## src/rtl/bist_pkg.sv

```systemverilog
// Shared definitions for the BIST pattern generators: sweep states,
// default SRAM geometry and sweep endpoint constants.
package bist_pkg;

    typedef enum logic [1:0] {
        IDLE = 2'd0,
        RUN  = 2'd1,
        DONE = 2'd2
    } bist_state_e;

    localparam int BIST_ADDR_W = 8;
    localparam int BIST_DATA_W = 4;

    // Endpoints of a sweep for the default address width.
    localparam logic [BIST_ADDR_W-1:0] BIST_ADDR_FIRST = '0;
    localparam logic [BIST_ADDR_W-1:0] BIST_ADDR_LAST  = '1;

endpackage

```

## src/rtl/bist_addr_ctr.sv

```systemverilog
// Loadable up/down address counter shared by the BIST pattern generators.
// tc_o flags the terminal address for the current direction.
module bist_addr_ctr #(
    parameter int W = 8
) (
    input  logic         clk,
    input  logic         rst_n,
    input  logic         load_i,
    input  logic [W-1:0] load_val_i,
    input  logic         step_i,
    input  logic         dir_i,
    output logic [W-1:0] cnt_o,
    output logic         tc_o
);

    localparam logic [W-1:0] CNT_MIN = '0;
    localparam logic [W-1:0] CNT_MAX = '1;

    logic [W-1:0] cnt_q;
    logic [W-1:0] cnt_d;

    // Load wins over step; dir_i=1 counts down.
    always_comb begin
        cnt_d = cnt_q;
        if (load_i) begin
            cnt_d = load_val_i;
        end else if (step_i) begin
            cnt_d = dir_i ? (cnt_q - 1'b1) : (cnt_q + 1'b1);
        end
    end

    always_ff @(posedge clk) begin
        if (!rst_n) begin
            cnt_q <= '0;
        end else begin
            cnt_q <= cnt_d;
        end
    end

    assign cnt_o = cnt_q;
    assign tc_o  = (cnt_q == (dir_i ? CNT_MIN : CNT_MAX));

endmodule

```

## src/rtl/blanket_0.sv

```systemverilog
// Blanket-0 background generator: writes PATTERN to every SRAM address once,
// ascending or descending, then holds rst_done until en_in drops.
module blanket_0
    import bist_pkg::*;
#(
    parameter int                ADDR_W  = BIST_ADDR_W,
    parameter int                DATA_W  = BIST_DATA_W,
    parameter logic [DATA_W-1:0] PATTERN = '0
) (
    input  logic              clk,
    input  logic              rst_n,
    input  logic              en_in,
    input  logic              rev_in,
    output logic [DATA_W-1:0] dat_out,
    output logic [ADDR_W-1:0] addr_out,
    output logic              w_en_out,
    output logic              rst_done
);

    localparam logic [ADDR_W-1:0] ADDR_FIRST = '0;
    localparam logic [ADDR_W-1:0] ADDR_LAST  = '1;

    bist_state_e state_q, state_d;
    logic        dir_q, dir_d;
    logic        w_en_q, w_en_d;
    logic        done_q, done_d;

    logic              ctr_load;
    logic [ADDR_W-1:0] ctr_load_val;
    logic              ctr_step;
    logic              ctr_tc;

    bist_addr_ctr #(
        .W(ADDR_W)
    ) u_addr_ctr (
        .clk        (clk),
        .rst_n      (rst_n),
        .load_i     (ctr_load),
        .load_val_i (ctr_load_val),
        .step_i     (ctr_step),
        .dir_i      (dir_q),
        .cnt_o      (addr_out),
        .tc_o       (ctr_tc)
    );

    // Dropping en_in during RUN beats completion, so an abort never flags done.
    always_comb begin
        state_d      = state_q;
        dir_d        = dir_q;
        w_en_d       = 1'b0;
        done_d       = 1'b0;
        ctr_load     = 1'b0;
        ctr_load_val = ADDR_FIRST;
        ctr_step     = 1'b0;
        unique case (state_q)
            IDLE: begin
                ctr_load = 1'b1;
                if (en_in) begin
                    state_d      = RUN;
                    dir_d        = rev_in;
                    w_en_d       = 1'b1;
                    ctr_load_val = rev_in ? ADDR_LAST : ADDR_FIRST;
                end
            end
            RUN: begin
                if (!en_in) begin
                    state_d  = IDLE;
                    ctr_load = 1'b1;
                end else if (ctr_tc) begin
                    state_d = DONE;
                    done_d  = 1'b1;
                end else begin
                    w_en_d   = 1'b1;
                    ctr_step = 1'b1;
                end
            end
            DONE: begin
                if (!en_in) begin
                    state_d  = IDLE;
                    ctr_load = 1'b1;
                end else begin
                    done_d = 1'b1;
                end
            end
            default: begin
                state_d  = IDLE;
                ctr_load = 1'b1;
            end
        endcase
    end

    always_ff @(posedge clk) begin
        if (!rst_n) begin
            state_q <= IDLE;
            dir_q   <= 1'b0;
            w_en_q  <= 1'b0;
            done_q  <= 1'b0;
        end else begin
            state_q <= state_d;
            dir_q   <= dir_d;
            w_en_q  <= w_en_d;
            done_q  <= done_d;
        end
    end

    assign dat_out  = PATTERN;
    assign w_en_out = w_en_q;
    assign rst_done = done_q;

endmodule

```

## config.mk

```make
export PLATFORM = sky130hd
export DESIGN_NAME = blanket_0
export DESIGN_NICKNAME = d
export VERILOG_FILES = /design/src/rtl/bist_pkg.sv /design/src/rtl/bist_addr_ctr.sv /design/src/rtl/blanket_0.sv
export SDC_FILE = /design/constraint.sdc
export NUM_CORES = 1
export LEC_CHECK = 0
export CAP_MARGIN = 20
export CORE_MARGIN = 4
export CORE_UTILIZATION = 55
export CTS_CLUSTER_DIAMETER = 100
export DETAILED_ROUTE_END_ITERATION = 8
export GPL_TIMING_DRIVEN = 0
export PLACE_DENSITY = 0.93
export SLEW_MARGIN = 20
export SYNTH_ARGS = -nofsm -noshare
export SYNTH_HDL_FRONTEND = slang
export SYNTH_SLANG_ARGS = --single-unit
```

## constraint.sdc

```tcl
create_clock -name clk -period 3.18 [get_ports clk]
set_input_delay 0.954 -clock clk [delete_from_list [all_inputs] [get_ports clk]]
set_output_delay 0.954 -clock clk [all_outputs]
set_load 0.02 [all_outputs]
```

==> flow_summary.html, run 1 <==
<table>
<tr><th>Metric</th><th>Value</th></tr>
<tr><th colspan="2">Setup path</th></tr>
<tr><td>Standard cell with the maximum stage delay on the critical path</td><td>sky130_fd_sc_hd__clkdlybuf4s50_1</td></tr>
<tr><td>Arrival time worst endpoint</td><td>1.36 ns</td></tr>
<tr><td>Critical Path End Type</td><td>output port</td></tr>
<tr><td>Kind of launch point of the worst setup path</td><td>flop</td></tr>
<tr><td>Critical Path Fanout Max</td><td>5</td></tr>
<tr><td>Kind of cell adding the most delay to the critical path</td><td>buffers and inverters</td></tr>
<tr><td>Critical path's largest stage delay</td><td>0.64 ns</td></tr>
<tr><td>Data required time at the worst endpoint</td><td>2.23 ns</td></tr>
<tr><td>Setup CP Type</td><td>flop to output port</td></tr>
<tr><td>Series of cell instances along the critical path</td><td>clkdlybuf4s50_1</td></tr>
<tr><td>Crit path buf inv count</td><td>1</td></tr>
<tr><th colspan="2">Yosys</th></tr>
<tr><td>Most used DFF post-synth</td><td>sky130_fd_sc_hd__dfxtp_1</td></tr>
<tr><td>Flip-flop and latch count after synthesis</td><td>13</td></tr>
<tr><td>Sequential element share of the synthesized area</td><td>26.6%</td></tr>
<tr><td>Cell Area, Synth</td><td>977 sq um</td></tr>
<tr><td>Synth Area per Inst</td><td>8.97 sq um</td></tr>
<tr><td>Synth warn</td><td>0</td></tr>
<tr><td>Number of enable-type register cells in the synthesized netlist</td><td>0</td></tr>
<tr><td>Synth area leader</td><td>sky130_fd_sc_hd__dfxtp_1</td></tr>
<tr><td>Synth top area share</td><td>26.6%</td></tr>
<tr><td>Async S/R FF share, synth</td><td>0%</td></tr>
<tr><td>Number of distinct library cell variants in the gate-level netlist after synthesis</td><td>38</td></tr>
<tr><td>Most area-consuming cells after synthesis</td><td>sky130_fd_sc_hd__dfxtp_1, sky130_fd_sc_hd__ha_1, sky130_fd_sc_hd__o221a_2</td></tr>
<tr><td>Post-synthesis instance total</td><td>109</td></tr>
<tr><th colspan="2">Floorplanning</th></tr>
<tr><td>Area of the die</td><td>2520 sq um</td></tr>
<tr><td>Core footprint</td><td>1590 sq um</td></tr>
<tr><td>IO Count</td><td>18</td></tr>
<tr><td>Initial cell density of the core</td><td>61.3%</td></tr>
<tr><td>Std-Cell Rows</td><td>14</td></tr>
<tr><td>Horizontal die dimension</td><td>50.2 um</td></tr>
<tr><td>Die Y-Extent</td><td>50.2 um</td></tr>
<tr><th colspan="2">Clock network</th></tr>
<tr><td>Clock latency reported for the late side of the worst-skew pair</td><td>0.28 ns</td></tr>
<tr><td>Clock buffers created by TritonCTS</td><td>3</td></tr>
<tr><td>Clock slew at reported path FFs</td><td>0.09 ns</td></tr>
<tr><td>Hold-fix buffer count after cts</td><td>0</td></tr>
<tr><td>Number of buffers on the longest clock path</td><td>2</td></tr>
<tr><td>Buffers inserted during post-CTS setup optimization</td><td>0</td></tr>
<tr><td>Clock sink total</td><td>13</td></tr>
<tr><td>Total number of H-tree levels</td><td>1</td></tr>
<tr><td>Cell at the root of the clock tree</td><td>sky130_fd_sc_hd__clkbuf_4</td></tr>
<tr><td>TritonCTS clock tree</td><td>built</td></tr>
<tr><td>Resized Gates After CTS</td><td>0</td></tr>
<tr><th colspan="2">Layout</th></tr>
<tr><td>Layout Utilization</td><td>73.1%</td></tr>
<tr><td>Share of layout cells above drive strength 1</td><td>15.6%</td></tr>
<tr><td>Area used by multi-input combinational logic</td><td>657 sq um</td></tr>
<tr><td>Design area</td><td>1160 sq um</td></tr>
<tr><td>Commonest cells after routing, fill and taps aside</td><td>sky130_fd_sc_hd__dfxtp_1, sky130_fd_sc_hd__clkdlybuf4s50_1, sky130_fd_sc_hd__nand2_1, sky130_fd_sc_hd__ha_1</td></tr>
<tr><td>Layout net count</td><td>144</td></tr>
<tr><td>Number of filler instances in the final layout</td><td>124</td></tr>
<tr><td>Syn-to-layout area delta</td><td>19.2%</td></tr>
<tr><td>Filler-free cell count of the finished design</td><td>152</td></tr>
<tr><td>Antenna cell count</td><td>0</td></tr>
<tr><td>Most common cell after layout, fill and taps aside</td><td>sky130_fd_sc_hd__dfxtp_1</td></tr>
<tr><td>Register area</td><td>260 sq um</td></tr>
<tr><th colspan="2">Global routing</th></tr>
<tr><td>First-pass GRT wire length</td><td>3770 um</td></tr>
<tr><td>Pin count of the biggest net entering global routing</td><td>12</td></tr>
<tr><td>Number of global-route vias before repair</td><td>868</td></tr>
<tr><td>Overflow left after global routing</td><td>0</td></tr>
<tr><td>Antenna violations before repair</td><td>0</td></tr>
<tr><td>Total routing resource utilization after global routing</td><td>19.2%</td></tr>
<tr><th colspan="2">Routing</th></tr>
<tr><td>First-pass DRT Iterations</td><td>4</td></tr>
<tr><td>Via-per-instance ratio</td><td>5.78</td></tr>
<tr><td>Iteration-0 DRC Markers</td><td>21</td></tr>
<tr><td>DRC violations left</td><td>0</td></tr>
<tr><td>Routed wire length per instance</td><td>14.5 um</td></tr>
<tr><td>Number of nets with antenna violations after detailed routing</td><td>0</td></tr>
<tr><td>Final WL</td><td>2200 um</td></tr>
<tr><td>DR vias</td><td>878</td></tr>
<tr><th colspan="2">Timing</th></tr>
<tr><td>Post-Route Hold Slack</td><td>0.493 ns</td></tr>
<tr><td>Setup repair after global routing missed its margin</td><td>no</td></tr>
<tr><td>Fraction of the cycle the final worst path needs</td><td>72.6%</td></tr>
<tr><td>Max-slew violation count</td><td>0</td></tr>
<tr><td>Shortest period the worst path allows</td><td>2.31 ns</td></tr>
<tr><td>Worst Skew</td><td>0.00773 ns</td></tr>
<tr><td>Highest achievable clock rate</td><td>0.433 GHz</td></tr>
<tr><td>Number of setup violations in the final report</td><td>0</td></tr>
<tr><td>Sum Neg Setup Slack</td><td>0 ns</td></tr>
<tr><td>Final-report hold violation count</td><td>0</td></tr>
<tr><th colspan="2">Placed design</th></tr>
<tr><td>Final weighted congestion in routability-driven placement</td><td>0.896</td></tr>
<tr><td>Count of placed standard cells including taps</td><td>148</td></tr>
<tr><td>Post-detailed-placement half-perimeter wirelength</td><td>1700 um</td></tr>
<tr><td>Number of buffers added on ports</td><td>12</td></tr>
<tr><td>Placement-stage cell area</td><td>1140 sq um</td></tr>
<tr><th colspan="2">Worst hold path</th></tr>
<tr><td>HP Class</td><td>flop to flop</td></tr>
<tr><th colspan="2">Pwr</th></tr>
<tr><td>Sequential cell fraction of total power</td><td>39.1%</td></tr>
<tr><td>Reported leakage power</td><td>0.465 nW</td></tr>
<tr><td>PwrDens</td><td>447 nW/um^2</td></tr>
<tr><td>Internal cell power</td><td>0.000325 W</td></tr>
<tr><td>Net switching component of the power</td><td>0.000196 W</td></tr>
<tr><td>Worst supply voltage drop on vdd</td><td>0.292 mV</td></tr>
<tr><td>Switch share</td><td>37.6%</td></tr>
<tr><td>Combinational fraction of design power</td><td>40.7%</td></tr>
<tr><td>Clock Power Share</td><td>20.1%</td></tr>
<tr><th colspan="2">Outcome</th></tr>
<tr><td>Result of the run</td><td>finished, final reports clean</td></tr>
<tr><th colspan="2">Run</th></tr>
<tr><td>Maxcap violations</td><td>0</td></tr>
</table>
cell families after synthesis:
kind of cell | synth area share, %
flops | 26.6
fa+ha+maj | 14.9
mux | 1.02
simple gates | 19.7
other cells | 0.384
buf+inv | 7.30
xor+xnor | 0.896
compound gates | 29.2
layout make-up:
class / count / area share [%]
flip-flops and latches: 13 / 22.3
clock buffers: 4 / 2.26
multi-input cells: 86 / 56.4
well taps: 24 / 2.58
inverters: 7 / 2.26
repair buffers: 12 / 10.3
plain buffers: 6 / 3.87
flip-flops by register name, indices dropped and copies added, names as in the netlist:
register and count:
u_addr_ctr.cnt_o 8, state_q 2, dir_q 1, rst_done 1, w_en_out 1
layer usage:
metal / share of wire [%] / track usage [%] / up-vias
met3: 5.2 / 2.66 / 7
met5: 0 / 0 / -
met1: 43 / 22.4 / 412
li1: - / - / 434
met4: 2.0 / 10.6 / 0
met2: 50 / 33.7 / 25
Yosys cell counts, drive strengths merged (2+ instances only):
library cell	instances
nor3b	4
nand2	10
or4	2
buf	5
o211a	2
a21o	2
o221a	7
o21ai	6
nor2	5
a211oi	3
ha	10
a21oi	7
inv	7
dfxtp	13
nand3	5
nor2b	2
nor3	2
power groups by stage:
| stage | registers, W | clock network [W] | logic, W |
|---|---|---|---|
| final | 0.000204 | 0.000105 | 0.000212 |
| after global routing | 0.000207 | 0.000118 | 0.000232 |
| after CTS | 0.000203 | 0.000108 | 0.000211 |
| after detailed placement | 0.000207 | 0 | 0.000211 |
| after global placement | 0.000206 | 0 | 0.000203 |
| after floorplan | 0.000221 | 0 | 0.000132 |
stage by stage:
stage               setup slack, ns  total power, W
floorplan                      1.16        0.000354
CTS                           0.867        0.000522
detailed placement            0.963        0.000418
finish                        0.870        0.000521
global route                  0.821        0.000556
global placement              0.974        0.000409
path summary, 6_finish.rpt:
path                                           from             endpoint  slack (ns)  depth (start not counted)
worst max-delay path            u_addr_ctr.cnt_o[7]          addr_out[7]        0.87                          1
worst min-delay path                     state_q[0]           state_q[0]        0.49                          2
worst max register to register                dir_q  u_addr_ctr.cnt_o[6]        0.97                          6
worst min register to register           state_q[0]           state_q[0]        0.49                          2
worst min-delay path: cells and delay by family, from the launching register on:
kind,cells,cell delay [ns]
AND/OR/NAND/NOR,1,0.06
flip-flops,1,0.34
multiplexers,1,0.05
No activity file was read; power rests on OpenSTA's default activity.
==> inputs of run 2 (changes only) <==
- CORE_UTILIZATION: 55 -> 51
- PLACE_DENSITY: 0.93 -> 0.88
- clock period: 3.18 -> 2.3 ns (I/O delays scaled with it)
==> run 2 against run 1 <==
- worst hold slack worse by 0.013 ns
- critical path depth up 5
- clock power up 36%
- via count up 3.0%
- largest power group unchanged
- die area up 6.6%
- clock skew down 0.0044 ns
==> flow_summary.html, run 2 (synthesized netlist as in run 1, its figures left out) <==
<table>
<tr><th>Metric</th><th>Value</th></tr>
<tr><th colspan="2">Layout</th></tr>
<tr><td>Max reg flops</td><td>8</td></tr>
<tr><td>Commonest cells after routing, fill and taps aside</td><td>sky130_fd_sc_hd__clkdlybuf4s50_1, sky130_fd_sc_hd__dfxtp_1, sky130_fd_sc_hd__nand2_1, sky130_fd_sc_hd__ha_1</td></tr>
<tr><td>Syn-to-layout area delta</td><td>19.5%</td></tr>
<tr><td>Number of filler instances in the final layout</td><td>174</td></tr>
<tr><td>Area used by multi-input combinational logic</td><td>657 sq um</td></tr>
<tr><td>Antenna cell count</td><td>0</td></tr>
<tr><td>Register area</td><td>262 sq um</td></tr>
<tr><td>Share of layout cells above drive strength 1</td><td>16.4%</td></tr>
<tr><td>Layout net count</td><td>144</td></tr>
<tr><th colspan="2">Setup path</th></tr>
<tr><td>Critical register-to-register path startpoint</td><td>dir_q</td></tr>
<tr><td>Kind of launch point of the worst setup path</td><td>flop</td></tr>
<tr><td>Setup CP Type</td><td>flop to flop</td></tr>
<tr><td>Data required time at the worst endpoint</td><td>2.53 ns</td></tr>
<tr><td>Arrival time worst endpoint</td><td>2.28 ns</td></tr>
<tr><td>Critical Path End Type</td><td>flop</td></tr>
<tr><td>Setup crit start</td><td>dir_q</td></tr>
<tr><td>Critical Path Fanout Max</td><td>11</td></tr>
<tr><td>Minimum setup slack among reg-to-reg paths</td><td>0.25 ns</td></tr>
<tr><td>End of the worst register-to-register path</td><td>u_addr_ctr.cnt_o[6]</td></tr>
<tr><td>Worst reg2reg path depth</td><td>6</td></tr>
<tr><th colspan="2">Clock network</th></tr>
<tr><td>Clock buffers created by TritonCTS</td><td>3</td></tr>
<tr><td>Total number of H-tree levels</td><td>1</td></tr>
<tr><td>TritonCTS clock tree</td><td>built</td></tr>
<tr><td>Cell at the root of the clock tree</td><td>sky130_fd_sc_hd__clkbuf_4</td></tr>
<tr><td>Resized Gates After CTS</td><td>0</td></tr>
<tr><td>Clock sink total</td><td>13</td></tr>
<tr><td>Buffers inserted during post-CTS setup optimization</td><td>0</td></tr>
<tr><td>Number of buffers on the longest clock path</td><td>2</td></tr>
<tr><td>Hold-fix buffer count after cts</td><td>0</td></tr>
<tr><td>Clock slew at reported path FFs</td><td>0.08 ns</td></tr>
<tr><td>Clock latency reported for the late side of the worst-skew pair</td><td>0.28 ns</td></tr>
<tr><th colspan="2">Routing</th></tr>
<tr><td>Final WL</td><td>2080 um</td></tr>
<tr><td>Routed wire length per instance</td><td>13.6 um</td></tr>
<tr><td>Number of nets with antenna violations after detailed routing</td><td>0</td></tr>
<tr><td>Iteration-0 DRC Markers</td><td>24</td></tr>
<tr><td>DRC violations left</td><td>0</td></tr>
<tr><td>Via-per-instance ratio</td><td>5.91</td></tr>
<tr><td>DR vias</td><td>904</td></tr>
<tr><td>First-pass DRT Iterations</td><td>5</td></tr>
<tr><th colspan="2">Global routing</th></tr>
<tr><td>Number of global-route vias before repair</td><td>858</td></tr>
<tr><td>Antenna violations before repair</td><td>0</td></tr>
<tr><td>Overflow left after global routing</td><td>0</td></tr>
<tr><td>First-pass GRT wire length</td><td>3730 um</td></tr>
<tr><td>Total routing resource utilization after global routing</td><td>18.2%</td></tr>
<tr><td>Pin count of the biggest net entering global routing</td><td>12</td></tr>
<tr><th colspan="2">Pwr</th></tr>
<tr><td>Sequential cell fraction of total power</td><td>39.1%</td></tr>
<tr><td>Reported leakage power</td><td>0.465 nW</td></tr>
<tr><td>Combinational fraction of design power</td><td>40.9%</td></tr>
<tr><td>Internal cell power</td><td>0.000450 W</td></tr>
<tr><td>Clock Power Share</td><td>20.0%</td></tr>
<tr><td>Net switching component of the power</td><td>0.000267 W</td></tr>
<tr><td>Switch share</td><td>37.2%</td></tr>
<tr><td>Worst supply voltage drop on vdd</td><td>0.475 mV</td></tr>
<tr><td>PwrDens</td><td>614 nW/um^2</td></tr>
<tr><th colspan="2">Placed design</th></tr>
<tr><td>Number of buffers added on ports</td><td>12</td></tr>
<tr><td>Post-detailed-placement half-perimeter wirelength</td><td>1610 um</td></tr>
<tr><td>Final weighted congestion in routability-driven placement</td><td>0.879</td></tr>
<tr><th colspan="2">Timing</th></tr>
<tr><td>Max-slew violation count</td><td>0</td></tr>
<tr><td>Post-Route Hold Slack</td><td>0.480 ns</td></tr>
<tr><td>Sum Neg Setup Slack</td><td>0 ns</td></tr>
<tr><td>Worst Skew</td><td>0.00335 ns</td></tr>
<tr><td>Final-report hold violation count</td><td>0</td></tr>
<tr><td>Fraction of the cycle the final worst path needs</td><td>89.1%</td></tr>
<tr><td>Shortest period the worst path allows</td><td>2.05 ns</td></tr>
<tr><td>Setup repair after global routing missed its margin</td><td>no</td></tr>
<tr><td>Number of setup violations in the final report</td><td>0</td></tr>
<tr><td>Highest achievable clock rate</td><td>0.488 GHz</td></tr>
<tr><th colspan="2">Floorplanning</th></tr>
<tr><td>Std-Cell Rows</td><td>15</td></tr>
<tr><td>Die Y-Extent</td><td>51.8 um</td></tr>
<tr><td>Horizontal die dimension</td><td>51.8 um</td></tr>
<tr><td>Core footprint</td><td>1760 sq um</td></tr>
<tr><td>Area of the die</td><td>2680 sq um</td></tr>
<tr><td>IO Count</td><td>18</td></tr>
<tr><td>Initial cell density of the core</td><td>55.4%</td></tr>
<tr><th colspan="2">Worst hold path</th></tr>
<tr><td>Hold-critical path endpoint</td><td>state_q[0]</td></tr>
<tr><td>WHS Path Cells</td><td>2</td></tr>
<tr><td>HP Class</td><td>flop to flop</td></tr>
<tr><td>Source of the worst hold timing path</td><td>state_q[0]</td></tr>
<tr><th colspan="2">Outcome</th></tr>
<tr><td>Result of the run</td><td>finished, final reports clean</td></tr>
<tr><th colspan="2">Run</th></tr>
<tr><td>Maxcap violations</td><td>0</td></tr>
</table>
## run 2: cell counts in the layout (fill, tap and decap cells not counted)
Identical to the previous run, type by type.
## run 2: per-stage QoR
step	util [%]	cell area (sq um)	std cells	setup WS, ns	power, W
2_1_floorplan	-	988	112	0.335	0.000489
3_3_place_gp	64.6	1140	149	0.156	0.000564
3_5_place_dp	64.6	1140	149	0.118	0.000576
4_1_cts	66.1	1170	153	0.0857	0.000722
5_1_grt	66.2	1170	153	0.129	0.000770
6_report	66.2	1170	153	0.250	0.000717
## run 2: how the worst max path moves through the flow
stage / to / slack [ns] / depth (start not counted)
final: u_addr_ctr.cnt_o[6] / 0.25 / 6
after global routing: u_addr_ctr.cnt_o[7] / 0.13 / 6
after CTS: u_addr_ctr.cnt_o[6] / 0.09 / 6
after detailed placement: u_addr_ctr.cnt_o[6] / 0.12 / 6
after global placement: u_addr_ctr.cnt_o[6] / 0.16 / 6
after floorplan: u_addr_ctr.cnt_o[6] / 0.34 / 6
## run 2: final cells by class
type / count / share of cell area (%)
flip-flops and latches: 13 / 22.4
well taps: 25 / 2.68
clock buffers: 4 / 2.25
repair buffers: 12 / 10.3
plain buffers: 6 / 3.86
inverters: 7 / 2.25
multi-input cells: 86 / 56.3
## run 2: critical path, cell delays in order (launching register included)
cell and delay, ns:
sky130_fd_sc_hd__dfxtp_2 0.46, sky130_fd_sc_hd__ha_1 0.33, sky130_fd_sc_hd__nor2b_1 0.19, sky130_fd_sc_hd__o31a_1 0.28, sky130_fd_sc_hd__or4_1 0.47, sky130_fd_sc_hd__nand3_1 0.10, sky130_fd_sc_hd__o221a_2 0.17
## run 2: power groups by stage
stage | logic, W | clock network, W | registers, W
floorplan | 0.000183 | 0 | 0.000306
global placement | 0.000280 | 0 | 0.000284
detailed placement | 0.000290 | 0 | 0.000286
CTS | 0.000293 | 0.000148 | 0.000280
global route | 0.000320 | 0.000164 | 0.000286
finish | 0.000293 | 0.000143 | 0.000281
## run 2: routing by layer
metal  GRT usage, %  part of all wire [%]  vias to the layer above
li1               -                     -                      435
met4           6.99                   1.3                        0
met2           32.0                    51                       17
met3           3.44                   3.1                        3
met1           21.6                    44                      449
met5              0                     0                        -
==> inputs of run 3 (changes only) <==
- ABC_CLOCK_PERIOD_IN_PS: default -> 2300
- CELL_PAD_IN_SITES_DETAIL_PLACEMENT: default -> 2
- CELL_PAD_IN_SITES_GLOBAL_PLACEMENT: default -> 2
- CORE_UTILIZATION: 51 -> 31
==> run 3 against run 2 <==
- sequential share of layout area down 0.47 points
- clock-buffer cell count down 1
- largest cell class unchanged
- routed wire length up 29%
- non-clock buffer count unchanged
- flip-flop and latch count unchanged
- critical endpoint is now u_addr_ctr.cnt_o[7]
- critical path type unchanged
==> flow_summary.html, run 3 (synthesized netlist as in run 1, its figures left out) <==
<table>
<tr><th>Metric</th><th>Value</th></tr>
<tr><th colspan="2">Layout</th></tr>
<tr><td>Commonest cells after routing, fill and taps aside</td><td>sky130_fd_sc_hd__clkdlybuf4s50_1, sky130_fd_sc_hd__dfxtp_1, sky130_fd_sc_hd__nand2_1, sky130_fd_sc_hd__ha_1</td></tr>
<tr><td>Max reg flops</td><td>8</td></tr>
<tr><td>Number of filler instances in the final layout</td><td>360</td></tr>
<tr><td>Layout net count</td><td>144</td></tr>
<tr><td>Antenna cell count</td><td>0</td></tr>
<tr><td>Layout Utilization</td><td>39.4%</td></tr>
<tr><td>Share of layout cells above drive strength 1</td><td>17.2%</td></tr>
<tr><td>Syn-to-layout area delta</td><td>22.0%</td></tr>
<tr><th colspan="2">Setup path</th></tr>
<tr><td>Setup CP Type</td><td>flop to flop</td></tr>
<tr><td>Kind of launch point of the worst setup path</td><td>flop</td></tr>
<tr><td>Worst reg2reg path depth</td><td>6</td></tr>
<tr><td>Kind of cell adding the most delay to the critical path</td><td>compound AO/OA/AOI/OAI gates</td></tr>
<tr><td>Standard cell with the maximum stage delay on the critical path</td><td>sky130_fd_sc_hd__or4_1</td></tr>
<tr><td>End point of the critical path</td><td>u_addr_ctr.cnt_o[7]</td></tr>
<tr><td>Crit path buf inv count</td><td>0</td></tr>
<tr><td>End of the worst register-to-register path</td><td>u_addr_ctr.cnt_o[7]</td></tr>
<tr><td>Setup crit start</td><td>dir_q</td></tr>
<tr><td>Series of cell instances along the critical path</td><td>ha_1 -&gt; a21oi_2 -&gt; a21oi_1 -&gt; or4_1 -&gt; a21oi_1 -&gt; o221a_2</td></tr>
<tr><td>Minimum setup slack among reg-to-reg paths</td><td>0.20 ns</td></tr>
<tr><td>Critical Path Fanout Max</td><td>11</td></tr>
<tr><td>Worst path depth</td><td>6</td></tr>
<tr><td>Arrival time worst endpoint</td><td>2.33 ns</td></tr>
<tr><td>Critical register-to-register path startpoint</td><td>dir_q</td></tr>
<tr><td>Critical path's largest stage delay</td><td>0.53 ns</td></tr>
<tr><td>Most repeated library cell on the critical path</td><td>sky130_fd_sc_hd__a21oi_1</td></tr>
<tr><td>Data required time at the worst endpoint</td><td>2.54 ns</td></tr>
<tr><td>Critical Path End Type</td><td>flop</td></tr>
<tr><th colspan="2">Global routing</th></tr>
<tr><td>Overflow left after global routing</td><td>0</td></tr>
<tr><td>Antenna violations before repair</td><td>0</td></tr>
<tr><td>Number of global-route vias before repair</td><td>1,010</td></tr>
<tr><td>Total routing resource utilization after global routing</td><td>14.0%</td></tr>
<tr><td>First-pass GRT wire length</td><td>4530 um</td></tr>
<tr><td>Pin count of the biggest net entering global routing</td><td>12</td></tr>
<tr><th colspan="2">Timing</th></tr>
<tr><td>Max-slew violation count</td><td>0</td></tr>
<tr><td>Shortest period the worst path allows</td><td>2.10 ns</td></tr>
<tr><td>Final-report hold violation count</td><td>0</td></tr>
<tr><td>Number of setup violations in the final report</td><td>0</td></tr>
<tr><td>Highest achievable clock rate</td><td>0.477 GHz</td></tr>
<tr><td>Sum Neg Setup Slack</td><td>0 ns</td></tr>
<tr><td>Worst slew margin</td><td>65.6%</td></tr>
<tr><td>Worst Skew</td><td>0.00115 ns</td></tr>
<tr><td>Slew at the pin with the worst max-slew slack</td><td>0.515 ns</td></tr>
<tr><td>Fraction of the cycle the final worst path needs</td><td>91.2%</td></tr>
<tr><td>Setup repair after global routing missed its margin</td><td>no</td></tr>
<tr><td>Final worst-path setup slack</td><td>0.202 ns</td></tr>
<tr><th colspan="2">Clock network</th></tr>
<tr><td>Clock latency reported for the late side of the worst-skew pair</td><td>0.28 ns</td></tr>
<tr><td>Hold-fix buffer count after cts</td><td>0</td></tr>
<tr><td>Clock sink total</td><td>13</td></tr>
<tr><td>Total number of H-tree levels</td><td>1</td></tr>
<tr><td>Clock slew at reported path FFs</td><td>0.09 ns</td></tr>
<tr><td>Clock buffers created by TritonCTS</td><td>3</td></tr>
<tr><td>TritonCTS clock tree</td><td>built</td></tr>
<tr><td>Cell at the root of the clock tree</td><td>sky130_fd_sc_hd__clkbuf_4</td></tr>
<tr><td>Number of buffers on the longest clock path</td><td>2</td></tr>
<tr><th colspan="2">Placed design</th></tr>
<tr><td>Post-detailed-placement half-perimeter wirelength</td><td>2110 um</td></tr>
<tr><td>DP Worst Slack</td><td>0.0504 ns</td></tr>
<tr><td>Number of buffers added on ports</td><td>12</td></tr>
<tr><td>Final weighted congestion in routability-driven placement</td><td>0.783</td></tr>
<tr><th colspan="2">Routing</th></tr>
<tr><td>Final WL</td><td>2680 um</td></tr>
<tr><td>Via-per-instance ratio</td><td>5.26</td></tr>
<tr><td>Routed wire length per instance</td><td>15.6 um</td></tr>
<tr><td>Iteration-0 DRC Markers</td><td>29</td></tr>
<tr><td>Number of nets with antenna violations after detailed routing</td><td>0</td></tr>
<tr><td>DR vias</td><td>904</td></tr>
<tr><td>DRC violations left</td><td>0</td></tr>
<tr><td>First-pass DRT Iterations</td><td>4</td></tr>
<tr><th colspan="2">Pwr</th></tr>
<tr><td>Reported leakage power</td><td>0.468 nW</td></tr>
<tr><td>PwrDens</td><td>619 nW/um^2</td></tr>
<tr><td>Worst supply voltage drop on vdd</td><td>0.281 mV</td></tr>
<tr><th colspan="2">Floorplanning</th></tr>
<tr><td>Horizontal die dimension</td><td>64.1 um</td></tr>
<tr><td>Area of the die</td><td>4110 sq um</td></tr>
<tr><td>Initial cell density of the core</td><td>32.3%</td></tr>
<tr><td>IO Count</td><td>18</td></tr>
<tr><td>Core footprint</td><td>3030 sq um</td></tr>
<tr><td>Die Y-Extent</td><td>64.1 um</td></tr>
<tr><td>Std-Cell Rows</td><td>20</td></tr>
<tr><th colspan="2">Outcome</th></tr>
<tr><td>Result of the run</td><td>finished, final reports clean</td></tr>
<tr><th colspan="2">Run</th></tr>
<tr><td>Maxcap violations</td><td>0</td></tr>
<tr><th colspan="2">Worst hold path</th></tr>
<tr><td>HP Class</td><td>flop to flop</td></tr>
</table>
run 3: final cells by class:
cell class	instances	area, sq um	area share, %
Clock inverter	1	5.00	0.420
Tap cell	44	55.1	4.62
Timing Repair Buffer	12	120	10.1
Multi-Input combinational cell	86	657	55.1
Clock buffer	3	22.5	1.89
Buffer	6	45.0	3.78
Sequential cell	13	262	21.9
Inverter	7	26.3	2.20
run 3: stage by stage:
step	cells	total power (W)	hold WS, ns	area, sq um
after floorplan	112	0.000489	0.452	988
after global placement	168	0.000572	0.465	1160
after detailed placement	168	0.000591	0.492	1160
after CTS	172	0.000752	0.508	1190
after global routing	172	0.000792	0.510	1190
final	172	0.000738	0.498	1190
run 3: power breakdown:
part	switching, W	total (W)	internal, W
Sequential	0.0000288	0.000281	0.000252
Combinational	0.000172	0.000303	0.000131
Clock	0.0000899	0.000155	0.0000646
Total	0.000291	0.000738	0.000448
run 3: worst min path at each step:
| stage | to | start | slack [ns] | depth (start not counted) |
|---|---|---|---|---|
| 3_5_place_dp | state_q[0] | state_q[0] | 0.49 | 2 |
| 6_report | state_q[0] | state_q[0] | 0.50 | 2 |
| 3_3_place_gp | state_q[0] | state_q[0] | 0.47 | 2 |
| 2_1_floorplan | state_q[0] | state_q[0] | 0.45 | 2 |
| 5_1_grt | state_q[0] | state_q[0] | 0.51 | 2 |
| 4_1_cts | state_q[0] | state_q[0] | 0.51 | 2 |
run 3: metal layers:
layer  global-route usage (%)  wire [um]  up-vias
met5                        0          0        -
met4                     2.37         17        0
met3                     3.87         81        2
met2                     27.7       1450       12
met1                     14.6       1140      453
li1                         -          -      437
run 3: what timing repair did:
| action | in CTS | in global routing |
|---|---|---|
| endpoints found under the setup margin | 0 | 4 |
| gates resized for setup | 0 | 1 |
| setup buffers | 0 | 0 |
run 3: tightest hold or removal path: cells and delay by family (launching register included):
kind	cells	cell delay, ns
flops	1	0.34
mux	1	0.06
simple gates	1	0.06
==> RTL change 1 (config.mk and constraints of run 1) <==
Change the package constant `BIST_DATA_W` from 4 to 3.
--- a/src/rtl/bist_pkg.sv
+++ b/src/rtl/bist_pkg.sv
@@ -9,7 +9,7 @@
     } bist_state_e;
 
     localparam int BIST_ADDR_W = 8;
-    localparam int BIST_DATA_W = 4;
+    localparam int BIST_DATA_W = 3;
 
     // Endpoints of a sweep for the default address width.
     localparam logic [BIST_ADDR_W-1:0] BIST_ADDR_FIRST = '0;
Interface: changed (resized dat_out); port bits go from 18 to 17. The function was not compared with the original's and may differ.
==> RTL change 1 against run 1 <==
- sequential cell count unchanged
- synthesized area down 0.77%
- power up 0.16%
- routed wire length down 2.4%
- setup slack about the same
- final area down 1.8%
- die area down 0.64%
- worst hold slack worse by 0.0015 ns
- first-iteration DRC count down 38%
- sequential share of layout area up 0.42 points
- critical path type unchanged
- largest power group unchanged
==> RTL change 1: results (changes against run 1) <==
Global routing
  – Met3 Track Usage GR: 0.0422 (+0.0155)
  – Grt met1 use: 0.240 (+0.0162)
  – Overall routing resource usage: 0.189 (-0.00307)
  – GR Util met2: 0.317 (-0.0196)
  – Vias in the first global route: 856 (-1.4%)
  – Global-route wire length before repair: 3.74 mm (-0.74%)

Pwr
  – Pleak: 0.000456 µW (-1.9%)
  – Pwr Density: 456 nW/µm² (+2.0%)
  – Peak supply drop: 0.000322 V (+10%)

Timing
  – Setup Skew: 0.0106 ns (+0.00289 ns)

Cells and area
  – Layout cells sized above 1: 0.151 (-0.00546)
  – Antenna diode count: 0 (unchanged)
  – Final nets: 142 (-1.4%)
  – Filler Cells Inserted: 125 (+0.81%)

Synthesis
  – Unique masters post-synth: 38 (unchanged)
  – Register area share after synthesis: 0.268 (+0.00206)
  – Synth Area in XOR/XNOR: 0.00903 (+0.0000694)
  – Largest cells by area after synthesis: dfxtp_1 (27%), ha_1 (13%), o221a_2 (8.1%)
  – Async SR Flop Fraction: 0 (unchanged)
  – Compound-cell area share of the yosys netlist: 0.294 (+0.00226)
  – Mux share of post-synthesis cell area: 0.0103 (+0.0000793)
  – Adder-Cell Fraction of Synth Area: 0.150 (+0.00115)

Clocking
  – Clk root buf: clkbuf_4
  – Clock transition at the registers of the reported paths: 0.09 ns (about the same)
  – Post_cts resized: 0 (unchanged)

Outcome
  – Status: completed

Detailed routing
  – Post-route ant nets: 0 (unchanged)
  – Via/cell ratio: 6.27 (+8.6%)
  – Post-Route WL: 2.15 mm (-2.4%)
  – Initial DRC count: 13 (-38%)
  – DRT Pass-1 Iters: 4 (unchanged)

Placed design
  – Area after DPL: 1120 µm² (-1.9%)
  – Post-DP HPWL: 1.56 mm (-8.1%)
  – RePlAce Congestion: 0.878 (-2.0%)
## RTL change 1: cell count changes in the layout (fill, tap and decap cells not counted), sizes merged
cell | run 1 | this run
buf | 5 | 4
conb | 4 | 3
## RTL change 1: metrics by stage
stage               instances  setup slack (ns)
floorplan                 110              1.16
global placement          138             0.974
detailed placement        138             0.950
CTS                       142             0.869
global route              142             0.825
finish                    142             0.870
## RTL change 1: kinds of logic after synthesis
group	after synthesis
AO/OA/AOI/OAI	33
XOR/XNOR	1
adder cells (fa/ha/maj)	11
buffers and inverters	12
flip-flops	13
multiplexers	1
other	1
AND/OR/NAND/NOR	36
## RTL change 1: per-layer routing
layer | part of all wire | routed length [µm]
met3 | 0.044 | 95
met2 | 0.48 | 1020
met1 | 0.47 | 1010
met4 | 0.0084 | 18
met5 | 0 | 0
## RTL change 1: layout make-up
class                      instances  share of cell area
timing repair buffer              12               0.105
sequential                        13               0.228
buffer                             5              0.0328
inverter                           7              0.0230
multi-input combinational         85               0.571
tap                               16              0.0175
clock buffer                       4              0.0230
## RTL change 1: report_power, final
| group | leakage [µW] | internal [µW] | switching (µW) |
|---|---|---|---|
| clock network | 0.0000150 | 48.6 | 57.5 |
| registers | 0.000107 | 182 | 20.5 |
| logic | 0.000335 | 93.7 | 119 |
## RTL change 1: path summary, 6_finish.rpt
kind | end | cells after the start | slack [ns] | from
worst min-delay path | state_q[0] | 2 | 0.49 | state_q[0]
worst max-delay path | addr_out[7] | 1 | 0.87 | u_addr_ctr.cnt_o[7]
worst min register to register | state_q[0] | 2 | 0.49 | state_q[0]
worst max register to register | u_addr_ctr.cnt_o[6] | 6 | 0.95 | dir_q
==> RTL change 2 (settings of run 1) <==
Made on the original files. The output `w_en_out` loses its register stage (`w_en_q` becomes a continuous assignment).
--- a/src/rtl/blanket_0.sv
+++ b/src/rtl/blanket_0.sv
@@ -93,15 +93,15 @@
         if (!rst_n) begin
             state_q <= IDLE;
             dir_q   <= 1'b0;
-            w_en_q  <= 1'b0;
             done_q  <= 1'b0;
         end else begin
             state_q <= state_d;
             dir_q   <= dir_d;
-            w_en_q  <= w_en_d;
             done_q  <= done_d;
         end
     end
+
+    assign w_en_q = w_en_d;
 
     assign dat_out  = PATTERN;
     assign w_en_out = w_en_q;
Function: changed (a bounded check fails within 4 cycles, from zero or initial values and one cycle with rst_n low).
==> RTL change 2 against run 1 <==
- final area grew 1.8%
- synthesized area shrank 2.7%
- setup slack lost 0.64 ns
- maximum frequency shrank 22%
- utilization grew 2.2 points
- non-clock buffer count grew 1
- power grew 3.3%
- worst hold slack lost 0.0097 ns
- routed wire length shrank 2.8%
- synthesized cell count shrank 0.92%
- global-route usage grew 0.13 points
- sequential cell count shrank 1
- critical endpoint is now w_en_out
- largest cell class unchanged
- largest power group unchanged
==> RTL change 2: results (changes against run 1) <==
Pwr
  – Peak supply drop: 0.000277 V (-5.2%)
  – Reg power frac: 0.359 (-0.032)
  – Pleak: 0.000456 µW (-1.9%)

Cells and area
  – Layout cells sized above 1: 0.195 (+0.0391)
  – Filler Cells Inserted: 114 (-8.1%)
  – Area grow syn2layout: 24.7%

Global routing
  – Met3 Track Usage GR: 0.0392 (+0.0125)
  – GR Util met2: 0.317 (-0.0198)
  – Grt met1 use: 0.236 (+0.0124)
  – Overall routing resource usage: 0.194 (+0.00126)
  – Vias in the first global route: 864 (-0.46%)
  – Global-route wire length before repair: 3.75 mm (-0.37%)

Setup path
  – CP startpoint: dir_q
  – Worst R2R Setup Slack: 1.09 ns (+0.12 ns)
  – Crit-path max FO: 11 (+6)
  – Crit path to: w_en_out
  – Slowest stage delay, CP: 0.41 ns (-0.23 ns)
  – Worst Path Arrival: 2.00 ns (+0.64 ns)

Timing
  – FMAX: 339 MHz (-22%)
  – Hold slack: 0.484 ns (-0.00974 ns)

Outcome
  – Status: completed

Synthesis
  – Commonest cells in the netlist: dfxtp_1 (12), ha_1 (10), nand2_1 (10)
  – Syn_area_per_cell: 8.80 µm² (-1.8%)
  – Register area share after synthesis: 0.253 (-0.0137)

Placed design
  – Area after DPL: 1100 µm² (-3.2%)
  – RePlAce Congestion: 0.898 (+0.17%)

Clocking
  – Clock transition at the registers of the reported paths: 0.07 ns (-0.02 ns)

Detailed routing
  – WL met1: 976 µm (+3.0%)
  – Met2 wire length: 1.03 mm (-5.8%)
## RTL change 2: cell type report
type / count / area share
inverters: 7 / 0.0222
flip-flops and latches: 12 / 0.206
clock buffers: 4 / 0.0306
well taps: 16 / 0.0169
multi-input cells: 86 / 0.580
repair buffers: 13 / 0.107
plain buffers: 6 / 0.0380
## RTL change 2: cell families (layout without fill, tap and decap cells)
| logic type | Yosys count | in the layout | share of synthesized area |
|---|---|---|---|
| AO/OA/AOI/OAI | 33 | 33 | 0.293 |
| AND/OR/NAND/NOR | 36 | 36 | 0.203 |
| buffers and inverters | 13 | 30 | 0.0750 |
| flip-flops | 12 | 12 | 0.253 |
| adder cells (fa/ha/maj) | 11 | 11 | 0.153 |
| other | 1 | 4 | 0.00394 |
| XOR/XNOR | 1 | 1 | 0.00921 |
| multiplexers | 1 | 1 | 0.0105 |
## RTL change 2: timing repair
action,4_1_cts,5_1_grt
gates resized for setup,6,0
hold buffers,0,0
setup endpoints to repair,1,0
buffers inserted,1,0
